File: config.mk
export PLATFORM = sky130hd
export DESIGN_NAME = control_multiciclo
export DESIGN_NICKNAME = d
export VERILOG_FILES = /design/src/rtl/control_multiciclo_pkg.sv /design/src/rtl/control_multiciclo.sv
export SDC_FILE = /design/constraint.sdc
export NUM_CORES = 1
export LEC_CHECK = 0
export BUFFER_PORTS_ARGS = -buffer_cell sky130_fd_sc_hd__buf_2
export CORE_MARGIN = 5
export CORE_UTILIZATION = 25
export DETAILED_ROUTE_END_ITERATION = 8
export PLACE_DENSITY = 0.52
export SLEW_MARGIN = 0
export SYNTH_ARGS = -nofsm -noshare
export SYNTH_HDL_FRONTEND = slang
export SYNTH_SLANG_ARGS = --single-unit
File: constraint.sdc
create_clock -name clk -period 1.9 [get_ports clk]
set_input_delay 0.38 -clock clk [delete_from_list [all_inputs] [get_ports clk]]
set_output_delay 0.38 -clock clk [all_outputs]
set_load 0.01 [all_outputs]
File: src/rtl/control_multiciclo_pkg.sv
// Shared encodings for the multi-cycle MIPS-style control path: opcodes,
// FSM state encoding and the datapath select codes used by the muxes.
package control_multiciclo_pkg;

  // Supported opcodes (instruction[31:26])
  localparam logic [5:0] OP_RTYPE = 6'b000000;
  localparam logic [5:0] OP_LW    = 6'b100011;
  localparam logic [5:0] OP_SW    = 6'b101011;
  localparam logic [5:0] OP_BEQ   = 6'b000100;
  localparam logic [5:0] OP_ADDI  = 6'b001000;
  localparam logic [5:0] OP_J     = 6'b000010;

  // FSM states; IDLE must stay at zero so estado reads 0 in reset
  typedef enum logic [3:0] {
    ST_IDLE      = 4'd0,
    ST_FETCH     = 4'd1,
    ST_DECODE    = 4'd2,
    ST_EXEC_R    = 4'd3,
    ST_WB_R      = 4'd4,
    ST_EXEC_I    = 4'd5,
    ST_WB_I      = 4'd6,
    ST_MEM_ADDR  = 4'd7,
    ST_MEM_READ  = 4'd8,
    ST_WB_MEM    = 4'd9,
    ST_MEM_WRITE = 4'd10,
    ST_BRANCH    = 4'd11,
    ST_JUMP      = 4'd12
  } state_t;

  // ALU operation select
  localparam logic [1:0] ALUOP_ADD   = 2'b00;
  localparam logic [1:0] ALUOP_SUB   = 2'b01;
  localparam logic [1:0] ALUOP_FUNCT = 2'b10;

  // ALU B operand select
  localparam logic [1:0] SRCB_REG    = 2'b00;
  localparam logic [1:0] SRCB_FOUR   = 2'b01;
  localparam logic [1:0] SRCB_IMM    = 2'b10;
  localparam logic [1:0] SRCB_IMM_SH = 2'b11;

  // PC source select
  localparam logic [1:0] PCSRC_ALU    = 2'b00;
  localparam logic [1:0] PCSRC_ALUOUT = 2'b01;
  localparam logic [1:0] PCSRC_JUMP   = 2'b10;

  function automatic logic is_supported_op(input logic [5:0] op);
    return op inside {OP_RTYPE, OP_LW, OP_SW, OP_BEQ, OP_ADDI, OP_J};
  endfunction

endpackage

File: src/rtl/control_multiciclo.sv
// Multi-cycle control FSM: fetch/decode/execute/memory/write-back sequencing
// for R-type, lw, sw, beq, addi and j, with memory-ready stalls.
module control_multiciclo
  import control_multiciclo_pkg::*;
#(
  parameter int unsigned OPC_W   = 6,
  parameter int unsigned STATE_W = 4
) (
  input  logic               clk,
  input  logic               rst,
  input  logic [OPC_W-1:0]   opcode,
  input  logic               zero,
  input  logic               mem_ready,
  output logic               regdst,
  output logic               regwrite,
  output logic               alusrc_a,
  output logic [1:0]         alusrc_b,
  output logic [1:0]         aluop,
  output logic               iord,
  output logic               memread,
  output logic               memwrite,
  output logic               memtoreg,
  output logic               irwrite,
  output logic               pcwrite,
  output logic               pcwritecond,
  output logic [1:0]         pcsrc,
  output logic               illegal,
  output logic [STATE_W-1:0] estado
);

  state_t     state_q, state_d;
  logic [5:0] op;
  // The branch decision is taken in the datapath (PC load gated by zero)
  logic       unused_zero;

  assign op          = 6'(opcode);
  assign unused_zero = zero;
  assign estado      = STATE_W'(state_q);

  // State register, asynchronously forced to IDLE
  always_ff @(posedge clk or posedge rst) begin
    if (rst) state_q <= ST_IDLE;
    else     state_q <= state_d;
  end

  // Next-state selection; unknown encodings fall back to IDLE
  always_comb begin
    state_d = ST_IDLE;
    case (state_q)
      ST_IDLE:      state_d = ST_FETCH;
      ST_FETCH:     state_d = mem_ready ? ST_DECODE : ST_FETCH;
      ST_DECODE: begin
        case (op)
          OP_RTYPE:     state_d = ST_EXEC_R;
          OP_LW, OP_SW: state_d = ST_MEM_ADDR;
          OP_BEQ:       state_d = ST_BRANCH;
          OP_ADDI:      state_d = ST_EXEC_I;
          OP_J:         state_d = ST_JUMP;
          default:      state_d = ST_FETCH;
        endcase
      end
      ST_EXEC_R:    state_d = ST_WB_R;
      ST_WB_R:      state_d = ST_FETCH;
      ST_EXEC_I:    state_d = ST_WB_I;
      ST_WB_I:      state_d = ST_FETCH;
      ST_MEM_ADDR:  state_d = (op == OP_LW) ? ST_MEM_READ : ST_MEM_WRITE;
      ST_MEM_READ:  state_d = mem_ready ? ST_WB_MEM : ST_MEM_READ;
      ST_WB_MEM:    state_d = ST_FETCH;
      ST_MEM_WRITE: state_d = mem_ready ? ST_FETCH : ST_MEM_WRITE;
      ST_BRANCH:    state_d = ST_FETCH;
      ST_JUMP:      state_d = ST_FETCH;
      default:      state_d = ST_IDLE;
    endcase
  end

  // Moore output decode; FETCH loads are qualified by mem_ready, DECODE flags bad opcodes
  always_comb begin
    regdst      = 1'b0;
    regwrite    = 1'b0;
    alusrc_a    = 1'b0;
    alusrc_b    = SRCB_REG;
    aluop       = ALUOP_ADD;
    iord        = 1'b0;
    memread     = 1'b0;
    memwrite    = 1'b0;
    memtoreg    = 1'b0;
    irwrite     = 1'b0;
    pcwrite     = 1'b0;
    pcwritecond = 1'b0;
    pcsrc       = PCSRC_ALU;
    illegal     = 1'b0;
    case (state_q)
      ST_FETCH: begin
        memread  = 1'b1;
        alusrc_b = SRCB_FOUR;
        irwrite  = mem_ready;
        pcwrite  = mem_ready;
      end
      ST_DECODE: begin
        alusrc_b = SRCB_IMM_SH;
        illegal  = ~is_supported_op(op);
      end
      ST_EXEC_R: begin
        alusrc_a = 1'b1;
        aluop    = ALUOP_FUNCT;
      end
      ST_WB_R: begin
        regdst   = 1'b1;
        regwrite = 1'b1;
      end
      ST_EXEC_I, ST_MEM_ADDR: begin
        alusrc_a = 1'b1;
        alusrc_b = SRCB_IMM;
      end
      ST_WB_I: begin
        regwrite = 1'b1;
      end
      ST_MEM_READ: begin
        memread = 1'b1;
        iord    = 1'b1;
      end
      ST_WB_MEM: begin
        regwrite = 1'b1;
        memtoreg = 1'b1;
      end
      ST_MEM_WRITE: begin
        memwrite = 1'b1;
        iord     = 1'b1;
      end
      ST_BRANCH: begin
        alusrc_a    = 1'b1;
        aluop       = ALUOP_SUB;
        pcwritecond = 1'b1;
        pcsrc       = PCSRC_ALUOUT;
      end
      ST_JUMP: begin
        pcwrite = 1'b1;
        pcsrc   = PCSRC_JUMP;
      end
      default: ;
    endcase
  end

endmodule

==> results.sh <==
export IMPL_run_status="complete, no violations"
export IMPL_ys_warn_count=0
export IMPL_cp_data_required_time_ns=1.52
export IMPL_critical_path_max_fanout=8
export IMPL_slew_headroom=0.7764
export IMPL_clk_pin_slew_ns=0.04
export IMPL_first_pass_iters=4
export IMPL_ys_dominant_reg_cell="sky130_fd_sc_hd__dfrtp_1"
export IMPL_report_power_total_mw=0.9588
export IMPL_nets=120
export IMPL_reg2reg_depth=4
export IMPL_synth_distinct_cells=36
export IMPL_worst_max_slew_pin_slew_ns=0.3307
export IMPL_vias=641
export IMPL_number_of_buffers_created_by_cts=3
export IMPL_regToRegSetupSlack_ns=0.48
export IMPL_worst_hold_path_type="in -> async"
export IMPL_tritoncts="done"
export IMPL_post_synth_cell_area_avg_um2=7.227
export IMPL_largest_net_degree_at_the_start_of_global_routing=14
export IMPL_route_met3_wl_um=151
export IMPL_synth_top_cells_by_area="sky130_fd_sc_hd__dfrtp_1 (18%), sky130_fd_sc_hd__nand2b_1 (6.8%), sky130_fd_sc_hd__nor2_1 (6.8%)"
export IMPL_synth_edff_count=0
export IMPL_final_hold_violation_count=0
export IMPL_synth_yosys_seq_area_share=0.1822
export IMPL_cap_viol_max_count=0
export IMPL_clock_insertion_delay_worst_skew_ns=0.24
export IMPL_top_layer_used="met4"
export IMPL_adder_cell_area_share_of_the_yosys_netlist=0
export IMPL_finalSetupViolations=0
export IMPL_io_pin_count=31
export IMPL_muxShareOfSynthArea=0
export IMPL_pwrdens_mw_per_mm2=1232
export IMPL_timing_final_ws_setup_ns=0.09824
export IMPL_vdd_ir_drop_max_v=0.0004548
export IMPL_synth_top_area_frac=0.1822
export IMPL_final_min_clock_period_ns=1.802
export IMPL_synth_nets=86
export IMPL_arrival_ns=1.42
export IMPL_first_global_vias=578
export IMPL_wl_met2_um=614
export IMPL_fillers=241
export IMPL_max_reg_flops=4
export IMPL_post_layout_nonfiller_instances=136
export IMPL_fp_dieH_um=56.88
export IMPL_worstSetupPathType="reg -> out"
export IMPL_clock_sink_count=4
export IMPL_drt_vias_per_instance=4.713
export IMPL_max_slew_violation_count=0
export IMPL_gr_usage_all_layers=0.09611
export IMPL_globalplace_congestion=0.7633
export IMPL_cts_buffer_depth=2
export IMPL_hpwl_um=1218
export IMPL_cts_htree_levels=1
export IMPL_synth_compound_area_frac=0.2118
export IMPL_post_detailed_route_drc_marker_count=0
export IMPL_clock_skew_ns=0.005012
export IMPL_overflow=0
export IMPL_cellLeakagePower_nw=0.3820
export IMPL_drt_initial_drc_count=16
export IMPL_post_synth_and_or_nand_nor_area_fraction=0.4510
export IMPL_floorplan_rows=17
export IMPL_synth_top_cell_by_area="sky130_fd_sc_hd__dfrtp_1"
export IMPL_critPathCaptureType="output port"
export IMPL_postRouteAntennaNets=0
export IMPL_n_antenna_cell=0
export IMPL_final_period_utilization=0.9483
export IMPL_synth_seq_cells=4
export IMPL_yosys_area_share_xor_xnor=0.06378
export IMPL_floorplan_die_area_mm2=0.003235
export IMPL_wirelength_um=1551
export IMPL_portBuffers=29
export IMPL_grt_first_pass_wirelength_um=2504
export IMPL_design_core_area_mm2=0.002148
export IMPL_synthArstFlopShare=1.000
export IMPL_area_growth_pct=41.69
export IMPL_floorplan_initialDensity=0.2557
export IMPL_max_freq_mhz=555.0
export IMPL_detailedPlace_worstSlack_ns=0.1214
export IMPL_post_drt_wl_per_cell_um=11.40
export IMPL_post_synth_instance_area_um2=549.3
export IMPL_clockRootBuffer="sky130_fd_sc_hd__clkbuf_4"
export IMPL_detail_route_wirelength_met1_um=768
export IMPL_die_w_um=56.88
export IMPL_rsz0062_at_grt="true"
export IMPL_synth_top_family_by_area="simple AND/OR/NAND/NOR gates"
export IMPL_drive_gt1_frac=0.4259
export IMPL_placed_cells=133
export IMPL_cts_hold_repair_buffers=0
export IMPL_worstSetupStartpointType="flip-flop"
export IMPL_grt_antenna_before_repair=0
export IMPL_postSynthCellCount=76
==> cells in the final DEF (no fill, tap or decap), drive strengths merged <==
cell    count
a21boi      2
a21oi       4
a221o       1
a221oi      1
a31o        1
and3        1
and4b       1
buf        36
clkbuf      3
dfrtp       4
inv         2
nand2       5
nand2b      6
nand3       1
nand4       1
nand4b      1
nor2       10
nor2b       4
nor3        5
nor3b       3
nor4b       1
o21a        1
o21ai       1
o21bai      1
o22ai       2
o32ai       1
o41ai       1
or3         1
or4         2
or4bb       1
xnor2       3
xor2        1
==> worst paths after layout <==
kind,startpoint,to
hold reg to reg,estado[0],estado[2]
hold / removal,rst,estado[2]
setup reg to reg,estado[2],estado[2]
min in group clk,mem_ready,estado[3]
max in group asynchronous,rst,estado[3]
setup / recovery,estado[2],memwrite
==> cells by family (layout without fill, tap and decap cells) <==
group / after synthesis / after routing
buffers and inverters: 9 / 41
flip-flops: 4 / 4
AND/OR/NAND/NOR: 43 / 43
XOR/XNOR: 4 / 4
AO/OA/AOI/OAI: 16 / 16
==> report_power, final <==
part           switching [mW]  internal (mW)
combinational           0.364          0.318
sequential             0.0504          0.119
clock                  0.0366         0.0708
==> critical path, cell delays in order (launching register included) <==
cell and delay, ns:
sky130_fd_sc_hd__dfrtp_1 0.45, sky130_fd_sc_hd__or4bb_1 0.55, sky130_fd_sc_hd__inv_1 0.06, sky130_fd_sc_hd__buf_2 0.12
==> synthesized netlist by cell type (2+ instances only) <==
| master | instances |
|---|---|
| sky130_fd_sc_hd__nor2_1 | 10 |
| sky130_fd_sc_hd__nand2b_1 | 6 |
| sky130_fd_sc_hd__nand2_1 | 5 |
| sky130_fd_sc_hd__nor3_1 | 5 |
| sky130_fd_sc_hd__buf_2 | 4 |
| sky130_fd_sc_hd__dfrtp_1 | 4 |
| sky130_fd_sc_hd__nor2b_1 | 4 |
| sky130_fd_sc_hd__a21oi_1 | 3 |
| sky130_fd_sc_hd__nor3b_1 | 3 |
| sky130_fd_sc_hd__xnor2_1 | 3 |
| sky130_fd_sc_hd__a21boi_0 | 2 |
| sky130_fd_sc_hd__inv_1 | 2 |
| sky130_fd_sc_hd__o22ai_1 | 2 |
==> metal layers <==
| metal | up-vias | GRT usage |
|---|---|---|
| li1 | 340 | - |
| met1 | 271 | 0.1294 |
| met2 | 28 | 0.1386 |
| met3 | 2 | 0.02529 |
| met4 | 0 | 0.04967 |
| met5 | - | 0 |
==> layout make-up <==
class	instances	area, um2	share of cell area
multi-input cells	63	414.1	0.5322
repair buffers	36	197.7	0.2540
flip-flops and latches	4	101.3	0.1302
well taps	28	35.03	0.04502
clock buffers	3	22.52	0.02894
inverters	2	7.507	0.009646
==> per-stage QoR <==
step	utilization	setup TNS [ns]	hold slack [ns]	instance area, um2
after floorplan	-	0	0.1461	549.3
after global placement	0.3442	0	0.2570	739.5
after detailed placement	0.3442	0	0.2653	739.5
after CTS	0.3547	0	0.01028	762.0
after global routing	0.3623	-0.03361	0.02481	778.2
final	0.3623	0	0.01071	778.2
==> timing repair <==
action / in CTS / in global routing
setup endpoints to repair: 0 / 4
buffers inserted: 0 / 0
gates resized for setup: 0 / 4
No activity file was read; power rests on OpenSTA's default activity.
